File: src/rtl/kcpsm_test_sequencer.sv
// Test-run sequencer for kcpsmx: ROM load, reset release, scratchpad snoop, drain, scratchpad dump.
// Define KCPSM_SEQ_TIMEOUT_EN to end a run by watchdog when run_cycles saturates.
module kcpsm_test_sequencer #(
    parameter int ROM_DEPTH    = 1024,
    parameter int INSTR_WIDTH  = 18,
    parameter int SPR_DEPTH    = 64,
    parameter int RST_HOLD     = 4,
    parameter int DRAIN_CYCLES = 20,
    parameter int TIMEOUT_W    = 20,
    localparam int AW = $clog2(ROM_DEPTH),
    localparam int SW = $clog2(SPR_DEPTH)
) (
    input  logic                   clk,
    input  logic                   reset,
    input  logic                   start,
    input  logic [AW-1:0]          prog_last,
    input  logic                   ld_valid,
    output logic                   ld_ready,
    input  logic [INSTR_WIDTH-1:0] ld_data,
    output logic                   rom_we,
    output logic [AW-1:0]          rom_addr,
    output logic [INSTR_WIDTH-1:0] rom_wdata,
    output logic                   cpu_reset,
    input  logic                   spr_we,
    input  logic [SW-1:0]          spr_waddr,
    output logic [SW-1:0]          spr_raddr,
    input  logic [7:0]             spr_rdata,
    output logic                   dump_valid,
    input  logic                   dump_ready,
    output logic [SW-1:0]          dump_addr,
    output logic [7:0]             dump_data,
    output logic                   busy,
    output logic                   done,
    output logic                   timeout,
    output logic [TIMEOUT_W-1:0]   run_cycles,
    output logic [2:0]             dbg_state
);

    localparam int CMAX = (RST_HOLD > DRAIN_CYCLES) ? RST_HOLD : DRAIN_CYCLES;
    localparam int CW   = $clog2(CMAX + 1);

    typedef enum logic [2:0] {
        S_IDLE, S_LOAD, S_HOLD, S_RUN, S_DRAIN, S_DUMP, S_DONE
    } state_e;

    typedef enum logic [1:0] {PH_ADDR, PH_CAP, PH_VALID} dump_ph_e;

    state_e                 state_q, state_d;
    dump_ph_e               dump_ph_q, dump_ph_d;
    logic [AW-1:0]          ld_cnt_q, ld_cnt_d;
    logic [AW-1:0]          prog_last_q, prog_last_d;
    logic [CW-1:0]          cnt_q, cnt_d;
    logic [TIMEOUT_W-1:0]   run_cycles_q, run_cycles_d, run_inc;
    logic                   timeout_q, timeout_d;
    logic [SW-1:0]          dump_idx_q, dump_idx_d;
    logic                   dump_valid_q, dump_valid_d;
    logic [7:0]             dump_data_q, dump_data_d;
    logic                   cpu_reset_q, cpu_reset_d;

    // Both ports are valid/ready: a beat transfers on a cycle where valid and ready are both high;
    // the sender holds its payload stable while valid is high and ready is low.
    assign ld_ready   = (state_q == S_LOAD);
    assign rom_we     = ld_valid & ld_ready;
    assign rom_addr   = ld_cnt_q;
    assign rom_wdata  = ld_data;
    assign cpu_reset  = cpu_reset_q;
    assign spr_raddr  = dump_idx_q;
    assign dump_valid = dump_valid_q;
    assign dump_addr  = dump_idx_q;
    assign dump_data  = dump_data_q;
    assign busy       = (state_q != S_IDLE) && (state_q != S_DONE);
    assign done       = (state_q == S_DONE);
    assign timeout    = timeout_q;
    assign run_cycles = run_cycles_q;
    assign dbg_state  = state_q;

    always_comb begin
        state_d      = state_q;
        dump_ph_d    = dump_ph_q;
        ld_cnt_d     = ld_cnt_q;
        prog_last_d  = prog_last_q;
        cnt_d        = cnt_q;
        run_cycles_d = run_cycles_q;
        timeout_d    = timeout_q;
        dump_idx_d   = dump_idx_q;
        dump_valid_d = dump_valid_q;
        dump_data_d  = dump_data_q;
        run_inc      = (&run_cycles_q) ? run_cycles_q : run_cycles_q + 1'b1;

        unique case (state_q)
            S_IDLE, S_DONE: begin
                if (start) begin
                    state_d      = S_LOAD;
                    ld_cnt_d     = '0;
                    prog_last_d  = prog_last;
                    run_cycles_d = '0;
                    timeout_d    = 1'b0;
                end
            end
            S_LOAD: begin
                if (ld_valid) begin
                    if (ld_cnt_q == prog_last_q) begin
                        state_d = S_HOLD;
                        cnt_d   = '0;
                    end else begin
                        ld_cnt_d = ld_cnt_q + 1'b1;
                    end
                end
            end
            S_HOLD: begin
                if (cnt_q == CW'(RST_HOLD - 1)) state_d = S_RUN;
                else                            cnt_d   = cnt_q + 1'b1;
            end
            S_RUN: begin
                run_cycles_d = run_inc;
                if (spr_we && (spr_waddr == SW'(SPR_DEPTH - 1))) begin
                    state_d = S_DRAIN;
                    cnt_d   = '0;
                end
`ifdef KCPSM_SEQ_TIMEOUT_EN
                else if (&run_inc) begin
                    timeout_d  = 1'b1;
                    state_d    = S_DUMP;
                    dump_idx_d = '0;
                    dump_ph_d  = PH_ADDR;
                end
`endif
            end
            S_DRAIN: begin
                if (cnt_q == CW'(DRAIN_CYCLES - 1)) begin
                    state_d    = S_DUMP;
                    dump_idx_d = '0;
                    dump_ph_d  = PH_ADDR;
                end else begin
                    cnt_d = cnt_q + 1'b1;
                end
            end
            S_DUMP: begin
                // Read address is driven one cycle, data captured the next, beat offered after that.
                unique case (dump_ph_q)
                    PH_ADDR: dump_ph_d = PH_CAP;
                    PH_CAP: begin
                        dump_data_d  = spr_rdata;
                        dump_valid_d = 1'b1;
                        dump_ph_d    = PH_VALID;
                    end
                    PH_VALID: begin
                        if (dump_ready) begin
                            dump_valid_d = 1'b0;
                            if (dump_idx_q == SW'(SPR_DEPTH - 1)) begin
                                state_d = S_DONE;
                            end else begin
                                dump_idx_d = dump_idx_q + 1'b1;
                                dump_ph_d  = PH_ADDR;
                            end
                        end
                    end
                    default: dump_ph_d = PH_ADDR;
                endcase
            end
            default: state_d = S_IDLE;
        endcase

        cpu_reset_d = !((state_d == S_RUN) || (state_d == S_DRAIN));
    end

    always_ff @(posedge clk or negedge reset) begin
        if (!reset) begin
            state_q      <= S_IDLE;
            dump_ph_q    <= PH_ADDR;
            ld_cnt_q     <= '0;
            prog_last_q  <= '0;
            cnt_q        <= '0;
            run_cycles_q <= '0;
            timeout_q    <= 1'b0;
            dump_idx_q   <= '0;
            dump_valid_q <= 1'b0;
            dump_data_q  <= '0;
            cpu_reset_q  <= 1'b1;
        end else begin
            state_q      <= state_d;
            dump_ph_q    <= dump_ph_d;
            ld_cnt_q     <= ld_cnt_d;
            prog_last_q  <= prog_last_d;
            cnt_q        <= cnt_d;
            run_cycles_q <= run_cycles_d;
            timeout_q    <= timeout_d;
            dump_idx_q   <= dump_idx_d;
            dump_valid_q <= dump_valid_d;
            dump_data_q  <= dump_data_d;
            cpu_reset_q  <= cpu_reset_d;
        end
    end

endmodule

File: config.mk
export PLATFORM = sky130hd
export DESIGN_NAME = kcpsm_test_sequencer
export DESIGN_NICKNAME = d
export VERILOG_FILES = /design/src/rtl/kcpsm_test_sequencer.sv
export SDC_FILE = /design/constraint.sdc
export NUM_CORES = 1
export LEC_CHECK = 0
export ABC_CLOCK_PERIOD_IN_PS = 2600
export BUFFER_PORTS_ARGS = -buffer_cell sky130_fd_sc_hd__buf_2
export CELL_PAD_IN_SITES_DETAIL_PLACEMENT = 1
export CELL_PAD_IN_SITES_GLOBAL_PLACEMENT = 1
export CORE_ASPECT_RATIO = 2
export CORE_UTILIZATION = 37
export DETAILED_ROUTE_END_ITERATION = 16
export HOLD_SLACK_MARGIN = 0.02
export MAX_ROUTING_LAYER = met4
export PLACE_DENSITY_LB_ADDON = 0.1
export SYNTH_ARGS = -nofsm -noshare
export SYNTH_HDL_FRONTEND = slang
export SYNTH_SLANG_ARGS = --single-unit
File: constraint.sdc
create_clock -name clk -period 2.6 [get_ports clk]
set_input_delay 0.13 -clock clk [delete_from_list [all_inputs] [get_ports clk]]
set_output_delay 0.13 -clock clk [all_outputs]
set_load 0.01 [all_outputs]
==> results.rst <==
.. list-table::
   :header-rows: 1

   * - Metric
     - Value
   * - Area of the die
     - about 10000 µm²
   * - Count of filler cells inserted in the layout
     - approximately 1200
   * - Crit end category
     - flip-flop
   * - Clock tree from TritonCTS
     - done
   * - DRC violation total after the first TritonRoute iteration
     - ~140
   * - Top cell type's share of synthesized area
     - 0.439
   * - Layout cell share with drive strength beyond 1
     - 0.277
   * - DP HPWL
     - 7.87 mm
   * - Post-route antenna net violation count
     - 0
   * - Total global routing track utilization
     - 0.225
   * - Sum of routed wire length over all layers
     - around 10 mm
   * - CTS Root Buffer Type
     - sky130_fd_sc_hd__clkbuf_16
   * - Buffers from clock root to sink, at most
     - 2
   * - Routed vias
     - ~3300
   * - Remaining max-slew budget at the tightest pin
     - 0.474
   * - Final cell count without fillers
     - 609
   * - CP Cell Sequence
     - ha_1 > and4_1 > nand3_1 > o21ai_1 > nor3_1 > mux2i_1
   * - Share of synthesized area occupied by flip-flops and latches
     - 0.446
   * - Final core utilization
     - 0.463
   * - Effective utilization at floorplan
     - 0.380
   * - Clk_lat worst skew
     - between 0.3 and 0.4 ns
   * - Combinational power share
     - 0.325
   * - Share of total power in the clock network
     - 0.302
   * - I/O Pins
     - between 100 and 150
   * - Minimum setup slack among reg-to-reg paths
     - around 0.35 ns
   * - Final min period
     - approximately 2.2 ns
   * - Switching pwr
     - 1.49 mW
   * - Number of cells after detailed placement
     - around 580
   * - Number of H-tree levels
     - 3
   * - Power per cell area
     - roughly 890 nW/µm²
   * - Synthesized instance count
     - around 400
   * - Ys flop type
     - sky130_fd_sc_hd__dfrtp_1
   * - Synthesis-stage register bit count
     - 66
   * - Max frequency
     - approximately 450 MHz
   * - # Post-CTS Setup Buffers
     - 0
   * - Iteration count of the initial detailed-routing pass
     - 4
   * - Total Power Consumption
     - just over 4 mW
   * - Static Leakage
     - 2.19 nW
   * - Via density per instance
     - between 5 and 6
   * - Number of gates given a new drive strength after cts
     - 0
   * - Port-buffer cells
     - between 80 and 90
   * - Distinct cells, synth
     - 57
   * - Largest area contributor in the netlist
     - sky130_fd_sc_hd__dfrtp_1
   * - Syn_nets
     - 447
   * - Final-layout setup total negative slack
     - 0 ns
   * - FP Rows
     - 51
   * - Crit-path slowest cell
     - sky130_fd_sc_hd__o21ai_1
   * - Hold buffer count at cts
     - 12
   * - Count of flip-flops with a built-in enable after synthesis
     - 0
   * - Number of max-capacitance violations reported
     - 0
   * - Placeable core region
     - roughly 9800 µm²
   * - Switching share of power
     - 0.369
   * - Final Setup Violations
     - 0
   * - Worst path max stage delay
     - 0.69 ns
   * - Final period util
     - 0.864
   * - Share of async-settable or async-resettable flops after synthesis
     - 1.00
   * - Startpoint type of the worst setup path
     - flip-flop
   * - # diodes
     - 0
   * - Final layout net count
     - about 520
   * - Largest net degree at the start of global routing
     - 27
   * - Global route total overflow
     - 0
   * - Avg WL per Cell
     - 17.2 µm
   * - Initial antenna violation count
     - 0
   * - Setup repair after global routing missed its margin
     - no
   * - Mean instance size in the synthesized netlist
     - ~9.4 µm²
   * - WP data arrival
     - roughly 2.5 ns
   * - Cts bufs inserted
     - 9
   * - Worst Path Class, Setup
     - reg -> reg
   * - Clock slew at the register clock pins of the worst setup and hold paths
     - approximately 0.06 ns
   * - Global-route wire length before repair
     - 17.3 mm
   * - Main area contributors after synthesis
     - sky130_fd_sc_hd__dfrtp_1 (44%), sky130_fd_sc_hd__nand2_1 (5.9%), sky130_fd_sc_hd__buf_4 (5.5%)
   * - P_int
     - 2.55 mW
   * - DRC violations left
     - 0
   * - Required time of the critical path
     - around 2.8 ns
   * - Worst Skew
     - around 0.0051 ns
   * - Syn-to-layout area delta
     - 22.0%
   * - Final max-slew violation count
     - 0
   * - Measured slew at the worst slew-check pin
     - a little under 0.8 ns
   * - Peak supply drop
     - around 0.00040 V
   * - Result of the run
     - finished clean
   * - Via count of the first global-routing pass
     - around 3400
   * - Die span in y
     - ~140 µm
   * - Sequential share of power
     - 0.374
   * - Post-synthesis instance area
     - around 3700 µm²
   * - Synth warnings
     - 0
   * - Number of failing hold endpoints at the final stage
     - 0
   * - Path type of the worst min-delay path
     - in -> reg
   * - Die extent in x
     - roughly 73 µm
   * - Final GP Congestion
     - roughly 0.81
   * - TritonCTS Sinks
     - between 60 and 70
   * - Crit-path max FO
     - 12
[worst max-delay path: cells and delay by family (launching register included)]
family	cells	cell delay (ns)
adders and majority gates	1	0.21
DFF	1	0.42
muxes	1	0.15
and+or+nand+nor	3	0.65
AOI/OAI and AO/OA	1	0.69
[cell usage after synthesis, types with 5 or more instances]
cell	number
sky130_fd_sc_hd__dfrtp_1	65
sky130_fd_sc_hd__nand2_1	58
sky130_fd_sc_hd__buf_4	27
sky130_fd_sc_hd__nand3_1	25
sky130_fd_sc_hd__nor2_1	19
sky130_fd_sc_hd__o21ai_0	19
sky130_fd_sc_hd__xor2_1	16
sky130_fd_sc_hd__a21oi_1	14
sky130_fd_sc_hd__o211ai_1	13
sky130_fd_sc_hd__inv_1	11
sky130_fd_sc_hd__or3_1	11
sky130_fd_sc_hd__mux2_2	8
sky130_fd_sc_hd__or4_1	8
sky130_fd_sc_hd__nand4_1	7
sky130_fd_sc_hd__o31ai_1	7
sky130_fd_sc_hd__and3_1	6
sky130_fd_sc_hd__and4_1	6
sky130_fd_sc_hd__buf_2	6
sky130_fd_sc_hd__clkbuf_1	6
sky130_fd_sc_hd__xnor2_1	5
[power groups by stage]
| stage | combinational [mW] | sequential, mW | clock (mW) |
|---|---|---|---|
| 4_1_cts | 1.33 | 1.51 | 1.26 |
| 3_3_place_gp | 1.29 | 1.51 | 0 |
| 2_1_floorplan | 0.888 | 1.50 | 0 |
| 5_1_grt | 1.46 | 1.55 | 1.31 |
| 3_5_place_dp | 1.31 | 1.53 | 0 |
| 6_report | 1.31 | 1.51 | 1.22 |
[registers in the layout, summed over array words and instances (netlist names)]
name / flops
dump_ph_q: 2
dbg_state: 3
dump_data: 8
dump_valid: 1
cpu_reset: 1
dump_addr: 6
run_cycles: 20
cnt_q: 5
prog_last_q: 10
rom_addr: 10
[per-layer routing]
layer / GRT usage / up-vias / part of all wire
li1: - / 1537 / -
met1: 0.233 / 1654 / 0.37
met2: 0.412 / 71 / 0.57
met3: 0.0344 / 17 / 0.030
met4: 0.0970 / 0 / 0.023
met5: - / - / 0
[cell usage in the layout, fill, tap and decap left out, types with 8 or more instances in the layout]
cell	n
sky130_fd_sc_hd__buf_2	88
sky130_fd_sc_hd__dfrtp_1	65
sky130_fd_sc_hd__nand2_1	58
sky130_fd_sc_hd__nand3_1	25
sky130_fd_sc_hd__o21ai_0	19
sky130_fd_sc_hd__nor2_1	18
sky130_fd_sc_hd__xor2_1	16
sky130_fd_sc_hd__a21oi_1	14
sky130_fd_sc_hd__o211ai_1	13
sky130_fd_sc_hd__dlygate4sd3_1	12
sky130_fd_sc_hd__inv_1	11
sky130_fd_sc_hd__or3_1	11
sky130_fd_sc_hd__clkbuf_16	9
sky130_fd_sc_hd__or4_1	8
sky130_fd_sc_hd__mux2_2	8
[cell type report]
cell class              instances  area, µm²  area share
inverters                      11       41.3     0.00913
multi-input cells             276       1730       0.383
clock buffers                  11        243      0.0537
flip-flops and latches         66       1650       0.365
well taps                     132        165      0.0365
clock inverters                 5       53.8      0.0119
repair buffers                108        633       0.140
[per-stage QoR]
stage / hold WS (ns) / area, µm² / setup slack, ns
3_5_place_dp: 0.148 / 4110 / 0.330
2_1_floorplan: -0.166 / 3710 / 0.666
4_1_cts: 0.0205 / 4520 / 0.323
6_report: 0.0299 / 4520 / 0.355
5_1_grt: 0.0240 / 4520 / 0.0952
3_3_place_gp: 0.145 / 4110 / 0.454
[cells by family after synthesis]
kind of cell,count (synthesis),synth area share
AOI/OAI and AO/OA,73,0.129
xor gates and xnor gates,21,0.0496
adders and majority gates,4,0.0135
buffers and inverters,53,0.0871
DFF,66,0.446
muxes,12,0.0351
other,1,0.00101
and+or+nand+nor,165,0.239
[final timing paths]
| kind | endpoint | cells after the start | from |
|---|---|---|---|
| min reg2reg | prog_last_q[5]$_DFFE_PN0P_ | 2 | prog_last_q[5]$_DFFE_PN0P_ |
| min in group asynchronous | dump_valid$_DFFE_PN0P_ | 2 | reset |
| max in group asynchronous | cpu_reset$_DFF_PN1_ | 3 | reset |
| max | run_cycles[19]$_DFFE_PN0P_ | 6 | run_cycles[1]$_DFFE_PN0P_ |
| max reg2reg | run_cycles[19]$_DFFE_PN0P_ | 6 | run_cycles[1]$_DFFE_PN0P_ |
| min | dump_data[0]$_DFFE_PN0P_ | 2 | spr_rdata[0] |
Power figures use the tool's default switching activity.
